$ cat src/rtl/pipe_hazard_ctrl.sv
`default_nettype none
// ============================================================================
//  Module   : pipe_hazard_ctrl
//  Brief    : Stall/flush sequencer for a 5-stage pipeline with divide FSM,
//             stall-cycle counter and hang watchdog.
//  Revision : 1.0
// ============================================================================
module pipe_hazard_ctrl #(
    parameter int DIV_LAT = 32,
    parameter int TIMEOUT = 1024,
    parameter int CNT_W   = 32
) (
    input  logic             clk,
    input  logic             rst,
    input  logic             icache_stall,
    input  logic             dcache_stall,
    input  logic             ex_div_valid,
    input  logic             ex_is_load,
    input  logic [4:0]       ex_rd,
    input  logic [4:0]       id_rs1,
    input  logic [4:0]       id_rs2,
    input  logic             id_use_rs1,
    input  logic             id_use_rs2,
    input  logic             ex_branch_taken,
    output logic             stall_pc,
    output logic             stall_d,
    output logic             stall_e,
    output logic             stall_m,
    output logic             stall_w,
    output logic             flush_d,
    output logic             flush_e,
    output logic             div_done,
    output logic [CNT_W-1:0] stall_cycles,
    output logic             hang_err
);

    localparam int c_DIV_W = (DIV_LAT > 1) ? $clog2(DIV_LAT) : 1;
    localparam int c_WD_W  = $clog2(TIMEOUT + 1);

    localparam logic [c_DIV_W-1:0] c_DIV_LOAD = c_DIV_W'(DIV_LAT - 1);
    localparam logic [c_DIV_W-1:0] c_DIV_ZERO = '0;
    localparam logic [c_DIV_W-1:0] c_DIV_ONE  = c_DIV_W'(1);
    localparam logic [c_WD_W-1:0]  c_WD_LAST  = c_WD_W'(TIMEOUT - 1);
    localparam logic [c_WD_W-1:0]  c_WD_MAX   = c_WD_W'(TIMEOUT);
    localparam logic [c_WD_W-1:0]  c_WD_ONE   = c_WD_W'(1);
    localparam logic [CNT_W-1:0]   c_CNT_ONE  = CNT_W'(1);

    typedef enum logic [1:0] {
        S_RUN = 2'd0,
        S_DIV = 2'd1
    } state_t;

    state_t              r_state;
    state_t              w_state_nxt;
    logic [c_DIV_W-1:0]  r_cnt;
    logic [c_DIV_W-1:0]  w_cnt_nxt;
    logic                w_div_freeze;
    logic                w_div_done;
    logic                w_cache_stall;
    logic                w_freeze;
    logic                w_rs1_hit;
    logic                w_rs2_hit;
    logic                w_load_use;
    logic                w_lu_act;
    logic                w_lost;
    logic [CNT_W-1:0]    r_stall_cycles;
    logic [c_WD_W-1:0]   r_wd;
    logic                r_hang;

    // ------------------------------------------------------------------
    // Divide sequencer
    // ------------------------------------------------------------------
    always_ff @(posedge clk or posedge rst) begin
        if (rst) begin
            r_state <= S_RUN;
            r_cnt   <= c_DIV_ZERO;
        end else begin
            r_state <= w_state_nxt;
            r_cnt   <= w_cnt_nxt;
        end
    end

    always_comb begin
        w_state_nxt  = r_state;
        w_cnt_nxt    = r_cnt;
        w_div_freeze = 1'b0;
        w_div_done   = 1'b0;
        case (r_state)
            S_RUN: begin
                if (ex_div_valid) begin
                    w_div_freeze = 1'b1;
                    w_state_nxt  = S_DIV;
                    w_cnt_nxt    = c_DIV_LOAD;
                end
            end
            S_DIV: begin
                if (r_cnt != c_DIV_ZERO) begin
                    w_div_freeze = 1'b1;
                    w_cnt_nxt    = r_cnt - c_DIV_ONE;
                end else begin
                    // Result stays presented until the cache lets the pipe move.
                    w_div_done = 1'b1;
                    if (!w_cache_stall) begin
                        w_state_nxt = S_RUN;
                    end
                end
            end
            default: begin
                w_state_nxt = S_RUN;
                w_cnt_nxt   = c_DIV_ZERO;
            end
        endcase
    end

    // ------------------------------------------------------------------
    // Hazard resolution: freeze > branch > load-use
    // ------------------------------------------------------------------
    assign w_cache_stall = icache_stall | dcache_stall;
    assign w_freeze      = w_cache_stall | w_div_freeze;

    assign w_rs1_hit  = id_use_rs1 & (id_rs1 == ex_rd);
    assign w_rs2_hit  = id_use_rs2 & (id_rs2 == ex_rd);
    assign w_load_use = ex_is_load & (ex_rd != 5'd0) & (w_rs1_hit | w_rs2_hit);
    assign w_lu_act   = w_load_use & ~ex_branch_taken;
    assign w_lost     = w_freeze | w_lu_act;

    assign stall_pc = w_freeze | w_lu_act;
    assign stall_d  = w_freeze | w_lu_act;
    assign stall_e  = w_freeze;
    assign stall_m  = w_freeze;
    assign stall_w  = w_freeze;
    assign flush_d  = ~w_freeze & ex_branch_taken;
    assign flush_e  = ~w_freeze & (ex_branch_taken | w_load_use);
    assign div_done = w_div_done;

    // ------------------------------------------------------------------
    // Lost-cycle counter and hang watchdog
    // ------------------------------------------------------------------
    always_ff @(posedge clk or posedge rst) begin
        if (rst) begin
            r_stall_cycles <= '0;
        end else if (w_lost && !(&r_stall_cycles)) begin
            r_stall_cycles <= r_stall_cycles + c_CNT_ONE;
        end
    end

    always_ff @(posedge clk or posedge rst) begin
        if (rst) begin
            r_wd   <= '0;
            r_hang <= 1'b0;
        end else begin
            if (!w_freeze) begin
                r_wd <= '0;
            end else if (r_wd != c_WD_MAX) begin
                r_wd <= r_wd + c_WD_ONE;
            end
            if (w_freeze && (r_wd == c_WD_LAST)) begin
                r_hang <= 1'b1;
            end
        end
    end

    assign stall_cycles = r_stall_cycles;
    assign hang_err     = r_hang;

endmodule
`default_nettype wire

$ cat config.mk
export PLATFORM = sky130hd
export DESIGN_NAME = pipe_hazard_ctrl
export DESIGN_NICKNAME = d
export VERILOG_FILES = /design/src/rtl/pipe_hazard_ctrl.sv
export SDC_FILE = /design/constraint.sdc
export NUM_CORES = 1
export LEC_CHECK = 0
export BUFFER_PORTS_ARGS = -buffer_cell sky130_fd_sc_hd__buf_2
export CAP_MARGIN = 20
export CORE_ASPECT_RATIO = 1.1
export CORE_MARGIN = 4
export CORE_UTILIZATION = 30
export CTS_CLUSTER_DIAMETER = 100
export DETAILED_ROUTE_END_ITERATION = 16
export PLACE_DENSITY = 0.57
export SLEW_MARGIN = 20
export SYNTH_ARGS = -nofsm -noshare
export SYNTH_HDL_FRONTEND = slang
export SYNTH_SLANG_ARGS = --single-unit
$ cat constraint.sdc
create_clock -name clk -period 2.9 [get_ports clk]
set_clock_uncertainty 0.05 [all_clocks]
set_input_delay 0.145 -clock clk [delete_from_list [all_inputs] [get_ports clk]]
set_output_delay 0.145 -clock clk [all_outputs]
set_load 0.03 [all_outputs]
* Yosys cells after proc, flatten, opt, wreduce, memory -nomap -nowiden *
Cells that the tools add are included.

word-level totals
  register bits = 51
  input port bits = 24
  output and inout port bits = 41
  word-level logic and storage cells = 55

cells by class
  add/subtract/negate cells = 3
  eq/ne operators = 10
  muxes and demuxes = 14
  bitwise operators = 14
  reductions and logical operators = 9

operator list
  operator                                                                 number
  32-bit by 1-bit adder with 32-bit output, second input constant          1
  32-bit AND reduction                                                     1
  11-bit 2-to-1 mux                                                        2
  11-bit by 1-bit adder with 11-bit output, second input constant          1
  11-bit by 10-bit == test with 1-bit output, second input constant        1
  11-bit inequality test, second input constant                            1
  5-bit == test                                                            2
  5-bit 2-to-1 mux                                                         2
  5-bit case mux with 2 select lines                                       1
  5-bit nonzero test                                                       2
  2-bit inequality test, second input constant                             4
  1-bit bitwise AND                                                        7
  2-bit 2-to-1 mux                                                         3
  1-bit OR                                                                 5
  5-bit by 1-bit subtractor with 5-bit output, second input constant       1
  1-bit 2-to-1 mux                                                         4
  2-bit case mux with 2 select lines                                       1
  3-bit AND reduction                                                      1
  2-bit by 1-bit == test with 1-bit output, second input constant          1
  1-bit logical AND                                                        2
  2-bit zero test                                                          1
  2-bit by 1-bit inequality test with 1-bit output, second input constant  1
  1-bit inverter                                                           2
  1-bit case mux with 2 select lines                                       1
  other kinds (2)                                                          2

* Longest topological paths before layout *
  word-level depth = 7
  gate-level depth with buffers = 12
  depth with buffers taken out = 11

* Least setup slack after synthesis *
OpenSTA, ideal clock, no wires.

  path kind = flip-flop to flip-flop
  start point = register r_cnt[4]
  end point = register r_stall_cycles[20], in the netlist stall_cycles[20]
  data arrival time = 2025 ps
  required time = 2713 ps
  path slack = 689 ps
  stages on the path, launching flop included = 12
  path buffers = 1
  cells stage by stage = dfrtp_1 -> nor4b_4 -> nand2_4 -> inv_2 -> nor2_4 -> nor3_4 -> inv_2 -> a21oi_2 -> or3_1 -> buf_6 -> nor2_1 -> xor2_1

between the ends
  cells in the longest elaborated chain, start to end = 6

ends and longest elaborated chain
  element                             line  RTL
  start, declared                     55    logic [c_DIV_W-1:0] r_cnt;
  start signal, assigned              76    r_cnt <= c_DIV_ZERO;
  start signal, assigned              79    r_cnt <= w_cnt_nxt;
  5-bit nonzero test                  97    if (r_cnt != c_DIV_ZERO) begin
  1-bit 2-to-1 mux                    97
  1-bit case mux with 2 select lines  88    case (r_state)
  1-bit OR                            119   assign w_freeze = w_cache_stall | w_div_freeze;
  net stall_e                         27    output logic stall_e,
  1-bit OR                            125   assign w_lost = w_freeze | w_lu_act;
  1-bit logical AND                   142   end else if (w_lost && !(&r_stall_cycles)) begin
  end signal, assigned                143   r_stall_cycles <= r_stall_cycles + c_CNT_ONE;
  end, declared                       66    logic [CNT_W-1:0] r_stall_cycles;

The timed path passes the listed nets, and every way through them passes these cells.
A chain may end at the register's enable or synchronous reset.

* Worst setup path after layout *
  start point = register r_stall_cycles[14], in the netlist stall_cycles[14]
  end point = register r_stall_cycles[1], in the netlist stall_cycles[1]

between the ends
  cells in the longest elaborated chain, start to end = 3

ends and longest elaborated chain
  element               line
  32-bit AND reduction  142
  1-bit zero test       142
  1-bit logical AND     142

Every way passes these cells.

==> run summary <==
Sorting the synthesized cells by area gives the leading types as dfrtp_1, xnor2_1, nor2_1. The power density normalized to cell area is 691.1 nW/um^2. The clock insertion delay at the later pin of the skew report is 0.30 ns.

The worst path arrival time is 2.49 ns. The post-CTS resize count is 0. The floorplan has 35 rows. The flow ran to the end, and the final reports show no timing, DRC or antenna violations. The area of the mapped netlist is 2685 um^2. Yosys mapped a number of flops with a built-in enable equal to 0. The total of max-cap violations is 0. The number of optimization iterations in the first detailed-route pass came out at 4.

For the pin with the worst max-slew slack, the measured transition is 0.6918 ns. Summing all flip-flop and latch instances after layout gives 1251 um^2. VDD sags by at most 0.5394 mV. The floorplan die area came out at 10530 um^2. The slowest stage of the critical path is the a21oi_4 cell. The average detailed-routed wire length per instance came out at 14.00 um. The number of DRC violations after detailed routing is 0.

The path depth of the worst reg2reg path came out at 5. The number of buffers and inverters on the critical path is 0. The stage delay of the slowest cell on the critical path is 0.57 ns. The number of setup buffers added after CTS came out at 0. The net count after synthesis is 290. The port buffer count came out at 64.

The remaining global-route overflow came out at 0. The setup total negative slack is 0 ns. In the routed layout, each cell is associated on average with a via count of 4.706.

The critical path goes through and3_1 -> and2_0 -> and3_1 -> a21oi_4 -> mux2_2. The final weighted congestion in routability-driven placement came out at 0.7712. The number of design-rule violations left by the first detailed-router iteration is 46. In this run the number of cells on the critical path is 5. The layout has 873 filler cells.

The total half-perimeter wirelength after legalization and detailed placement came out at 4604 um. The maximum fanout encountered on the critical timing path came out at 27. The via count of the first global-routing pass is 2137.

The vias after detailed routing came out at 2052. In this run, CTS created clock tree buffers numbering 5. The core occupancy in the finished layout came out at 0.3723. The worst setup path is launched from a flop. The total wire length came out at 6104 um. In this run the static leakage power is 1.438 nW.

The maximum number of pins on one net before global-route repair is 51. The placeable core area is 8539 um^2. The wire length of the first global-routing pass is 10700 um.

The most critical setup path has its endpoint at stall_cycles[1]. Synthesis produced a netlist whose cell count is 261. Among cell families on the critical path, the largest total delay comes from simple AND/OR/NAND/NOR gates.

The start of the worst register-to-register path is stall_cycles[14]. The number of distinct library cell variants in the gate-level netlist after synthesis came out at 45. The proportion of layout cells with a drive suffix above 1 is 0.2708. The antenna diode count is 0.

The final hold violation count came out at 0. The critical path in this run is classified as flop to flop. The fraction of synthesis flops using an asynchronous set or reset pin is 1.000. The number of I/O pins came out at 65.

The worst slew margin relative to its limit came out at 0.5378. Clock tree synthesis selected as its root buffer the cell clkbuf_8. For this run, the top clock speed supported by timing is 0.4275 GHz. STA classifies the critical path endpoint as a flop. The initial core utilization is 0.3144. The path class of the lowest-slack min-delay path is input port to flop. The worst setup path startpoint is stall_cycles[14]. The synthesized design spends more area on one cell type than any other, namely dfrtp_1. Setup repair after global routing left no endpoint under its margin. In the global route stage, overall resource usage came out at 0.1252. In this run the critical register-to-register path is captured at stall_cycles[1]. The clock net in this run drives a total of 50 sinks.

The depth of the CTS H-tree came out at 2. Of the synthesized area, sequential elements account for 0.4660. The initial antenna violation count came to 0. The time the worst path needs with I/O delays and setup came out at 2.339 ns. The most frequent cell on the critical path is and3_1. The number of storage elements in the synthesis netlist came out at 50. Among all flip-flop cells after synthesis, the most frequent one is dfrtp_1. The growth of design area from synthesis to finish is 18.41%.

The final worst-path cycle share came out at 0.8066. TritonCTS built the clock tree. The buffer levels on the longest clock path is 2. The final-report setup violation count is 0.

The average cell area after synthesis is 10.29 um^2. The die span in y is 107.2 um. The die width is 98.21 um.

After clock tree synthesis, the clock-pin slew on the worst setup and hold paths is 0.09 ns. The count of pins over their slew limit is 0. The proportion of netlist area held by the largest area contributor came out at 0.4660. The multi-input gate area in the final layout came out at 1313 um^2. The worst path required time is 3.05 ns. The number of nets at the end of the flow is 353. The number of routed nets with antenna violations is 0. The worst-case register-to-register setup slack is 0.56 ns. The total number of yosys warnings came out at 0.
-- placed cells by master, fill, tap and decap left out, types with 2 or more instances in the layout --
cell       n
xor2_1    12
a31oi_1    2
nand4_1   15
ha_1       5
inv_1      9
nand4b_1   2
nand3_1   19
and3_4     2
nor2_1    29
a21oi_1    4
mux2_2     2
dfrtp_1   50
or3_1      2
and3_1    13
nor3_1     2
o21ai_0    3
and4_1     2
clkbuf_8   6
buf_2     64
nand2_1   15
xnor2_1   38
inv_2      2
and2_1     2
-- kinds of logic (layout without fill, tap and decap cells) --
kind of cell,count (synthesis),count (layout),synth area share
AND/OR/NAND/NOR,116,116,0.2521
XOR/XNOR,50,50,0.1631
flip-flops,50,50,0.4660
buffers and inverters,22,86,0.04520
AO/OA/AOI/OAI,15,15,0.03821
adder cells (fa/ha/maj),5,5,0.02330
multiplexers,3,3,0.01212
-- cell type report --
class / count / area share
inverter: 12 / 0.01495
sequential: 50 / 0.3935
tap: 111 / 0.04368
clock inverter: 1 / 0.001574
multi-input combinational: 189 / 0.4128
timing repair buffer: 66 / 0.1063
clock buffer: 7 / 0.02715
-- cell usage after synthesis (3+ instances only) --
cell     instances
nand4_1         15
buf_6            3
nand3_1         19
and3_1          13
dfrtp_1         50
a21oi_1          4
nand2_1         15
buf_4            4
inv_1           10
o21ai_0          3
xnor2_1         38
ha_1             5
nor2_1          29
xor2_1          12
-- power by group --
| part | internal, mW | switching, mW |
|---|---|---|
| clock network | 0.193 | 0.239 |
| registers | 0.872 | 0.202 |
| logic | 0.295 | 0.396 |
-- stage by stage --
stage | setup WS (ns) | area, um^2 | total power, mW | std cells | hold slack [ns]
after floorplan | 0.6887 | 2685 | 1.591 | 261 | 0.2251
after global placement | 0.6060 | 3075 | 1.767 | 427 | 0.3777
after detailed placement | 0.5528 | 3078 | 1.788 | 427 | 0.2364
after CTS | 0.5426 | 3179 | 2.225 | 436 | 0.04916
after global routing | 0.3313 | 3179 | 2.367 | 436 | 0.08512
final | 0.5608 | 3179 | 2.197 | 436 | 0.05372
-- flip-flops by register name (all words and copies together), names as in the netlist --
| signal | count |
|---|---|
| hang_err | 1 |
| stall_cycles | 32 |
| r_wd | 11 |
| r_cnt | 5 |
| r_state | 1 |
-- how the worst min path moves through the flow --
stage,start,end,slack (ns),cells after the start
floorplan,ex_div_valid,r_cnt[4],0.23,2
global placement,ex_div_valid,r_cnt[4],0.38,3
detailed placement,rst,hang_err,0.24,2
CTS,ex_div_valid,r_cnt[4],0.05,3
global route,ex_div_valid,r_cnt[4],0.09,3
finish,ex_div_valid,r_cnt[4],0.05,3
-- what timing repair did --
action                     in CTS  in global routing
hold endpoints to repair       50                  0
setup endpoints to repair       0                  0
hold buffers                    1                  0
-- worst min-delay path: stages --
cell and delay, ns:
buf_2 0.12, inv_1 0.04, o21ai_0 0.06
-- layer usage --
layer  vias to the layer above  track usage  part of all wire  wire [um]
met1                       996       0.1636              0.46       2834
met3                         7      0.02472             0.029        178
met2                        34       0.2096              0.49       3021
met4                         0      0.03805             0.011         70
met5                         -            0                 0          0
li1                       1015            -                 -          -
No activity file was read; power rests on OpenSTA's default activity.
